$ cat src/rtl/bpi_pkg.sv
// Shared constants for the BPI flash bus engine: op codes, FSM state encoding,
// default phase timings and the phase-timer width.
package bpi_pkg;

  localparam logic [1:0] OP_NOP     = 2'd0;
  localparam logic [1:0] OP_WRITE   = 2'd1;
  localparam logic [1:0] OP_READ    = 2'd2;
  localparam logic [1:0] OP_ILLEGAL = 2'd3;

  localparam logic [2:0] ST_IDLE   = 3'd0;
  localparam logic [2:0] ST_SETUP  = 3'd1;
  localparam logic [2:0] ST_STROBE = 3'd2;
  localparam logic [2:0] ST_HOLD   = 3'd3;
  localparam logic [2:0] ST_POLL   = 3'd4;
  localparam logic [2:0] ST_RESP   = 3'd5;

  localparam int          DEF_SETUP_CYC = 2;
  localparam int          DEF_RD_CYC    = 4;
  localparam int          DEF_WE_CYC    = 3;
  localparam int          DEF_HOLD_CYC  = 1;
  localparam logic [15:0] DEF_POLL_MAX  = 16'd1000;

  localparam int TMR_W = 16;

  // Phase lengths are integer parameters; the timer only loads TMR_W bits.
  function automatic logic [TMR_W-1:0] cyc16(input int n);
    return n[TMR_W-1:0];
  endfunction

endpackage

$ cat src/rtl/bpi_phase_timer.sv
// Loadable down-counter timing one bus phase; done is high on the last cycle
// of a phase loaded with N (N >= 1) cycles.
module bpi_phase_timer
  import bpi_pkg::*;
(
  input  logic             drck,
  input  logic             rst_n,
  input  logic             load,
  input  logic [TMR_W-1:0] load_val,
  output logic             done
);

  logic [TMR_W-1:0] cnt;

  always_ff @(posedge drck or negedge rst_n) begin
    if (!rst_n) begin
      cnt <= '0;
    end else if (load) begin
      cnt <= load_val;
    end else if (cnt != '0) begin
      cnt <= cnt - 1'b1;
    end
  end

  assign done = (cnt == {{(TMR_W-1){1'b0}}, 1'b1});

endmodule

$ cat src/rtl/bpi_bus_engine.sv
// Asynchronous BPI flash bus engine driven by a JTAG-side command port.
// Optional write-status polling is compiled in with `define BPI_STATUS_POLL_EN.
module bpi_bus_engine
  import bpi_pkg::*;
#(
  parameter int          SETUP_CYC = DEF_SETUP_CYC,
  parameter int          RD_CYC    = DEF_RD_CYC,
  parameter int          WE_CYC    = DEF_WE_CYC,
  parameter int          HOLD_CYC  = DEF_HOLD_CYC,
  parameter logic [15:0] POLL_MAX  = DEF_POLL_MAX
) (
  input  logic        drck,
  input  logic        rst_n,
  input  logic        cmd_valid,
  output logic        cmd_ready,
  input  logic [1:0]  cmd_op,
  input  logic [24:0] cmd_addr,
  input  logic [15:0] cmd_wdata,
  output logic        rsp_valid,
  output logic [15:0] rsp_rdata,
  output logic        rsp_err,
  output logic [25:1] bpi_addr,
  output logic [15:0] bpi_dq_o,
  output logic        bpi_dq_oe,
  input  logic [15:0] bpi_dq_i,
  output logic        bpi_ce_n,
  output logic        bpi_oe_n,
  output logic        bpi_we_n,
  output logic        bpi_adv_n
);

  logic [2:0]       state, state_nxt;
  logic [1:0]       op_q, op_nxt;
  logic [24:0]      addr_q, addr_nxt;
  logic [15:0]      wdata_q, wdata_nxt;
  logic             tmr_load, tmr_done;
  logic [TMR_W-1:0] tmr_val;
  logic             err_nxt, sample, clear_rdata;
  logic             in_access, in_data, oe_low_nxt;

`ifdef BPI_STATUS_POLL_EN
  logic        poll_gap, poll_gap_nxt;
  logic [15:0] poll_cnt, poll_cnt_nxt;
`endif

  bpi_phase_timer u_timer (
    .drck     (drck),
    .rst_n    (rst_n),
    .load     (tmr_load),
    .load_val (tmr_val),
    .done     (tmr_done)
  );

  always_comb begin
    state_nxt   = state;
    op_nxt      = op_q;
    addr_nxt    = addr_q;
    wdata_nxt   = wdata_q;
    tmr_load    = 1'b0;
    tmr_val     = '0;
    err_nxt     = 1'b0;
    sample      = 1'b0;
    clear_rdata = 1'b0;
`ifdef BPI_STATUS_POLL_EN
    poll_gap_nxt = poll_gap;
    poll_cnt_nxt = poll_cnt;
`endif
    case (state)
      ST_IDLE: if (cmd_valid && cmd_ready) begin
        op_nxt    = cmd_op;
        addr_nxt  = cmd_addr;
        wdata_nxt = cmd_wdata;
        case (cmd_op)
          OP_NOP: begin
            state_nxt   = ST_RESP;
            clear_rdata = 1'b1;
          end
          OP_WRITE, OP_READ: begin
            state_nxt = ST_SETUP;
            tmr_load  = 1'b1;
            tmr_val   = cyc16(SETUP_CYC);
          end
          default: begin
            state_nxt = ST_RESP;
            err_nxt   = 1'b1;
          end
        endcase
      end
      ST_SETUP: if (tmr_done) begin
        state_nxt = ST_STROBE;
        tmr_load  = 1'b1;
        tmr_val   = (op_q == OP_READ) ? cyc16(RD_CYC) : cyc16(WE_CYC);
      end
      ST_STROBE: if (tmr_done) begin
        sample    = (op_q == OP_READ);
        state_nxt = ST_HOLD;
        tmr_load  = 1'b1;
        tmr_val   = cyc16(HOLD_CYC);
      end
      ST_HOLD: if (tmr_done) begin
`ifdef BPI_STATUS_POLL_EN
        if (op_q == OP_WRITE) begin
          state_nxt    = ST_POLL;
          tmr_load     = 1'b1;
          tmr_val      = cyc16(RD_CYC);
          poll_gap_nxt = 1'b0;
          poll_cnt_nxt = '0;
        end else begin
          state_nxt = ST_RESP;
        end
`else
        state_nxt = ST_RESP;
`endif
      end
`ifdef BPI_STATUS_POLL_EN
      // Each poll is an OE-low read window followed by a one-cycle OE-high gap.
      ST_POLL: if (tmr_done) begin
        if (!poll_gap) begin
          sample       = 1'b1;
          poll_cnt_nxt = poll_cnt + 16'd1;
          if (bpi_dq_i[7]) begin
            state_nxt = ST_RESP;
          end else if (poll_cnt_nxt >= POLL_MAX) begin
            state_nxt = ST_RESP;
            err_nxt   = 1'b1;
          end else begin
            poll_gap_nxt = 1'b1;
            tmr_load     = 1'b1;
            tmr_val      = cyc16(1);
          end
        end else begin
          poll_gap_nxt = 1'b0;
          tmr_load     = 1'b1;
          tmr_val      = cyc16(RD_CYC);
        end
      end
`endif
      ST_RESP: state_nxt = ST_IDLE;
      default: state_nxt = ST_IDLE;
    endcase
  end

  // Bus pins are registered from the next state so they change with it.
  assign in_access = (state_nxt == ST_SETUP) || (state_nxt == ST_STROBE) ||
                     (state_nxt == ST_HOLD)  || (state_nxt == ST_POLL);
  assign in_data   = (op_nxt == OP_WRITE) &&
                     ((state_nxt == ST_SETUP) || (state_nxt == ST_STROBE) || (state_nxt == ST_HOLD));
`ifdef BPI_STATUS_POLL_EN
  assign oe_low_nxt = ((state_nxt == ST_STROBE) && (op_nxt == OP_READ)) ||
                      ((state_nxt == ST_POLL) && !poll_gap_nxt);
`else
  assign oe_low_nxt = (state_nxt == ST_STROBE) && (op_nxt == OP_READ);
`endif

  always_ff @(posedge drck or negedge rst_n) begin
    if (!rst_n) begin
      state     <= ST_IDLE;
      op_q      <= OP_NOP;
      addr_q    <= '0;
      wdata_q   <= '0;
      cmd_ready <= 1'b0;
      rsp_valid <= 1'b0;
      rsp_err   <= 1'b0;
      rsp_rdata <= '0;
      bpi_addr  <= '0;
      bpi_dq_o  <= '0;
      bpi_dq_oe <= 1'b0;
      bpi_ce_n  <= 1'b1;
      bpi_oe_n  <= 1'b1;
      bpi_we_n  <= 1'b1;
      bpi_adv_n <= 1'b1;
    end else begin
      state     <= state_nxt;
      op_q      <= op_nxt;
      addr_q    <= addr_nxt;
      wdata_q   <= wdata_nxt;
      cmd_ready <= (state_nxt == ST_IDLE);
      rsp_valid <= (state_nxt == ST_RESP);
      rsp_err   <= err_nxt;
      bpi_ce_n  <= !in_access;
      bpi_adv_n <= (state_nxt != ST_SETUP);
      bpi_oe_n  <= !oe_low_nxt;
      bpi_we_n  <= !((state_nxt == ST_STROBE) && (op_nxt == OP_WRITE));
      bpi_dq_oe <= in_data;
      if (in_access) bpi_addr <= addr_nxt;
      if (in_data) bpi_dq_o <= wdata_nxt;
      if (clear_rdata) begin
        rsp_rdata <= '0;
      end else if (sample) begin
        rsp_rdata <= bpi_dq_i;
      end
    end
  end

`ifdef BPI_STATUS_POLL_EN
  always_ff @(posedge drck or negedge rst_n) begin
    if (!rst_n) begin
      poll_gap <= 1'b0;
      poll_cnt <= '0;
    end else begin
      poll_gap <= poll_gap_nxt;
      poll_cnt <= poll_cnt_nxt;
    end
  end
`endif

endmodule
$ cat config.mk
export PLATFORM = sky130hd
export DESIGN_NAME = bpi_bus_engine
export DESIGN_NICKNAME = d
export VERILOG_FILES = /design/src/rtl/bpi_pkg.sv /design/src/rtl/bpi_phase_timer.sv /design/src/rtl/bpi_bus_engine.sv
export SDC_FILE = /design/constraint.sdc
export NUM_CORES = 1
export LEC_CHECK = 0
export BUFFER_PORTS_ARGS = -buffer_cell sky130_fd_sc_hd__buf_2
export CAP_MARGIN = 25
export CORE_UTILIZATION = 40
export DETAILED_ROUTE_END_ITERATION = 12
export GPL_ROUTABILITY_DRIVEN = 0
export GPL_TIMING_DRIVEN = 0
export HOLD_SLACK_MARGIN = 0.1
export SLEW_MARGIN = 30
export SYNTH_ARGS = -nofsm -noshare
export SYNTH_HDL_FRONTEND = slang
export SYNTH_SLANG_ARGS = --single-unit
$ cat constraint.sdc
create_clock -name drck -period 3 [get_ports drck]
set_input_delay 0.6 -clock drck [delete_from_list [all_inputs] [get_ports drck]]
set_output_delay 0.6 -clock drck [all_outputs]
set_load 0.005 [all_outputs]
==> impl_results.md <==
* Pre-CTS WS at 0.279 ns
* Slowest cell on crit path: dfrtp_1
* Critical path fanouts, max at 10
* Worst Hold End: addr_q[0]
* Clk slew on worst S/H paths at 0.05 ns
* Ys flop type: dfrtp_1
* VDD IR-drop max at 0.565 mV
* Worst skew pair latency at 0.41 ns
* Setup Crit Path Kind: reg2reg
* Clock Skews at 0.00911 ns
* Count leader, synth: dfrtp_1
* Avg Cell Area, Syn at 13.5 µm²
* CTS tree: yes
* Worst path bufs/invs at 3
* DR vias/cell at 4.83
* Hold depth at 2
* Initial Util at 0.417
* R2r startpoint: state[0]
* Post-synth EDFFs at 0
* Diodes inserted at 0
* Max cap viols at 0
* Worst Reg-to-Reg Cells at 8
* Final hold slack at 0.439 ns
* P&R area growth vs syn at 26.5%
* Routed Antenna Nets at 0
* Pin slew with the least headroom to its limit at 0.613 ns
* HP Start: cmd_addr[0]
* Die area at 13800 µm²
* Cell count after placement at 694
* Critical Path Start Type: flip-flop
* Final worst slack at 0.597 ns
* Post-CTS Setup Bufs at 0
* PD cells at 1100 nW/µm²
* Vias at 3507
* Tcrit/Tclk final at 0.801
* CTS max path bufs at 2
* Synth Cell Area at 5350 µm²
* Die X-Extent at 118 µm
* Final #Nets at 608
* Final hold violation count at 0
* Fin area at 6760 µm²
* DRC at 0
* Largest net degree at the start of global routing at 81
* Endpoint of the worst register-to-register path: bpi_dq_o[13]
* Post-layout minimum cycle time at 2.40 ns
* Crit path DAT at 2.69 ns
* H-tree depth at 4
* Yosys cell types at 50
* Synth top cells by count: dfrtp_1 (123), mux2_2 (75), nor2_1 (43)
* Fmax at 0.416 GHz
* Setup_tns at 0 ns
* Outcome: completed
* R2R Setup Slk at 0.60 ns
* WL final at 10.7 mm
* Synth area leaders: dfrtp_1 (58%), mux2_2 (16%), mux2i_1 (3.4%)
* Initial antenna violation count at 0
* Root Driver: clkbuf_16
* TritonCTS Buffers at 17
* Crit path required time at 3.29 ns
* Cell family with most CP delay: buffers and inverters
* Leak at 3.32 nW
* Worst min path class: in2reg
* Worst path cell trace: buf_2 -> nand4bb_1 -> nor2_1 -> buf_2 -> nand3_1 -> a21oi_4 -> buf_8 -> mux2_4
* Overall power at 7.47 mW
* Post-Layout Cell Count at 726
* Hold_buf cts at 1
* CORE AREA at 12800 µm²
* Endpoints failing setup at 0
* Drt wl/cell at 14.7 µm
* Post-synth top area cell: dfrtp_1
* GRT overflow at 0
* Ports at 127
* First drt pass iteration count at 4
* Gate Count Post-Synth at 395
* Util after Layout at 0.527
* Slew Viols, Final at 0
* Async SR Flop Fraction at 1.00
* DP Area at 6230 µm²
* CP most frequent cell: buf_2
* Register area share after synthesis at 0.596
* Slew headroom at 0.591
* Vias in the first global route at 3614
* Yosys reg bits at 127
* Core Rows at 41
* Die H at 118 µm
* PortBufs at 126
* Post_cts resized at 0
* Syn nets at 461
* Gr usage total at 0.169
* Dpl hpwl at 7.56 mm
* Top-area cell type share of the netlist area at 0.576
* Slowest cell delay on critical path at 0.35 ns
* Clock Sinks at 127
* Setup crit end kind: flip-flop
* DRT iter0 DRCs at 138
* Synth warn at 0
* First-pass GRT wire length at 18.2 mm
* Fraction of layout cells with a size suffix above 1 at 0.477
* RSZ-0062 raised after global routing: false
## cell families (layout without fill, tap and decap cells)
group	after synthesis	after routing	synth area share
AO/OA/AOI/OAI	31	31	0.0414
AND/OR/NAND/NOR	95	95	0.0939
XOR/XNOR	11	11	0.0180
buffers and inverters	25	184	0.0248
adder cells (fa/ha/maj)	4	4	0.00936
multiplexers	102	102	0.217
flip-flops	127	127	0.596
## sequential cells by signal (all words and copies together) (netlist names)
register     cells
u_timer.cnt     16
cmd_ready        1
rsp_rdata       16
bpi_we_n         1
bpi_dq_o        16
wdata_q         16
bpi_oe_n         1
op_q             2
bpi_dq_oe        1
addr_q          25
bpi_ce_n         1
bpi_adv_n        1
state            3
bpi_addr        25
rsp_err          1
rsp_valid        1
## per-layer routing
layer / vias to the layer above / share of wire / global-route usage
li1: 1681 / - / -
met1: 1728 / 0.45 / 0.218
met2: 87 / 0.47 / 0.259
met3: 11 / 0.065 / 0.0673
met4: 0 / 0.012 / 0.0577
met5: - / 0 / 0
## final cells by class
class	instances	area, µm²
flip-flops and latches	127	3180
plain buffers	20	114
inverters	5	18.8
clock buffers	25	485
well taps	172	215
repair buffers	128	678
clock inverters	6	35.0
fillers	1173	6070
multi-input cells	243	2030
## report_power, final
part / total (mW) / leakage (nW) / switching (mW) / internal [mW]
combinational: 2.74 / 1.52 / 1.28 / 1.46
clock: 1.78 / 0.253 / 0.676 / 1.11
sequential: 2.94 / 1.55 / 0.388 / 2.55
## worst register-to-register path: stages, from the launching register on
cell and delay (ns):
dfrtp_1 0.35, buf_2 0.17, nand4bb_1 0.24, nor2_1 0.20, buf_2 0.27, nand3_1 0.18
a21oi_4 0.34, buf_8 0.22, mux2_4 0.31
## worst max-delay path by stage
stage / depth (start not counted) / slack [ns] / end / start
global route: 9 / 0.31 / u_timer.cnt[10] / state[0]
CTS: 9 / 0.58 / u_timer.cnt[10] / state[0]
floorplan: 8 / 0.74 / bpi_dq_o[10] / cmd_op[1]
detailed placement: 9 / 0.28 / bpi_dq_o[13] / cmd_op[0]
finish: 8 / 0.60 / bpi_dq_o[13] / state[0]
global placement: 1 / -0.29 / rsp_rdata[12] / rst_n
## cells in the final DEF (no fill, tap or decap), types with 3 or more instances in the layout
cell	n
ha_1	4
nand2b_1	3
a21oi_1	7
nor3_1	3
or3_1	4
and3_1	3
xnor2_1	3
dfstp_2	4
clkbuf_8	3
buf_2	132
mux2_4	9
nor4_1	3
nor2_1	43
mux2_2	75
and2_1	3
nand2_1	10
clkinv_2	4
a31oi_1	3
inv_1	5
xor2_1	8
dfrtp_1	123
clkbuf_1	12
o21ai_0	8
buf_4	3
clkbuf_16	17
nand3_1	8
mux2i_1	18
(Power assumes the default switching activity.)
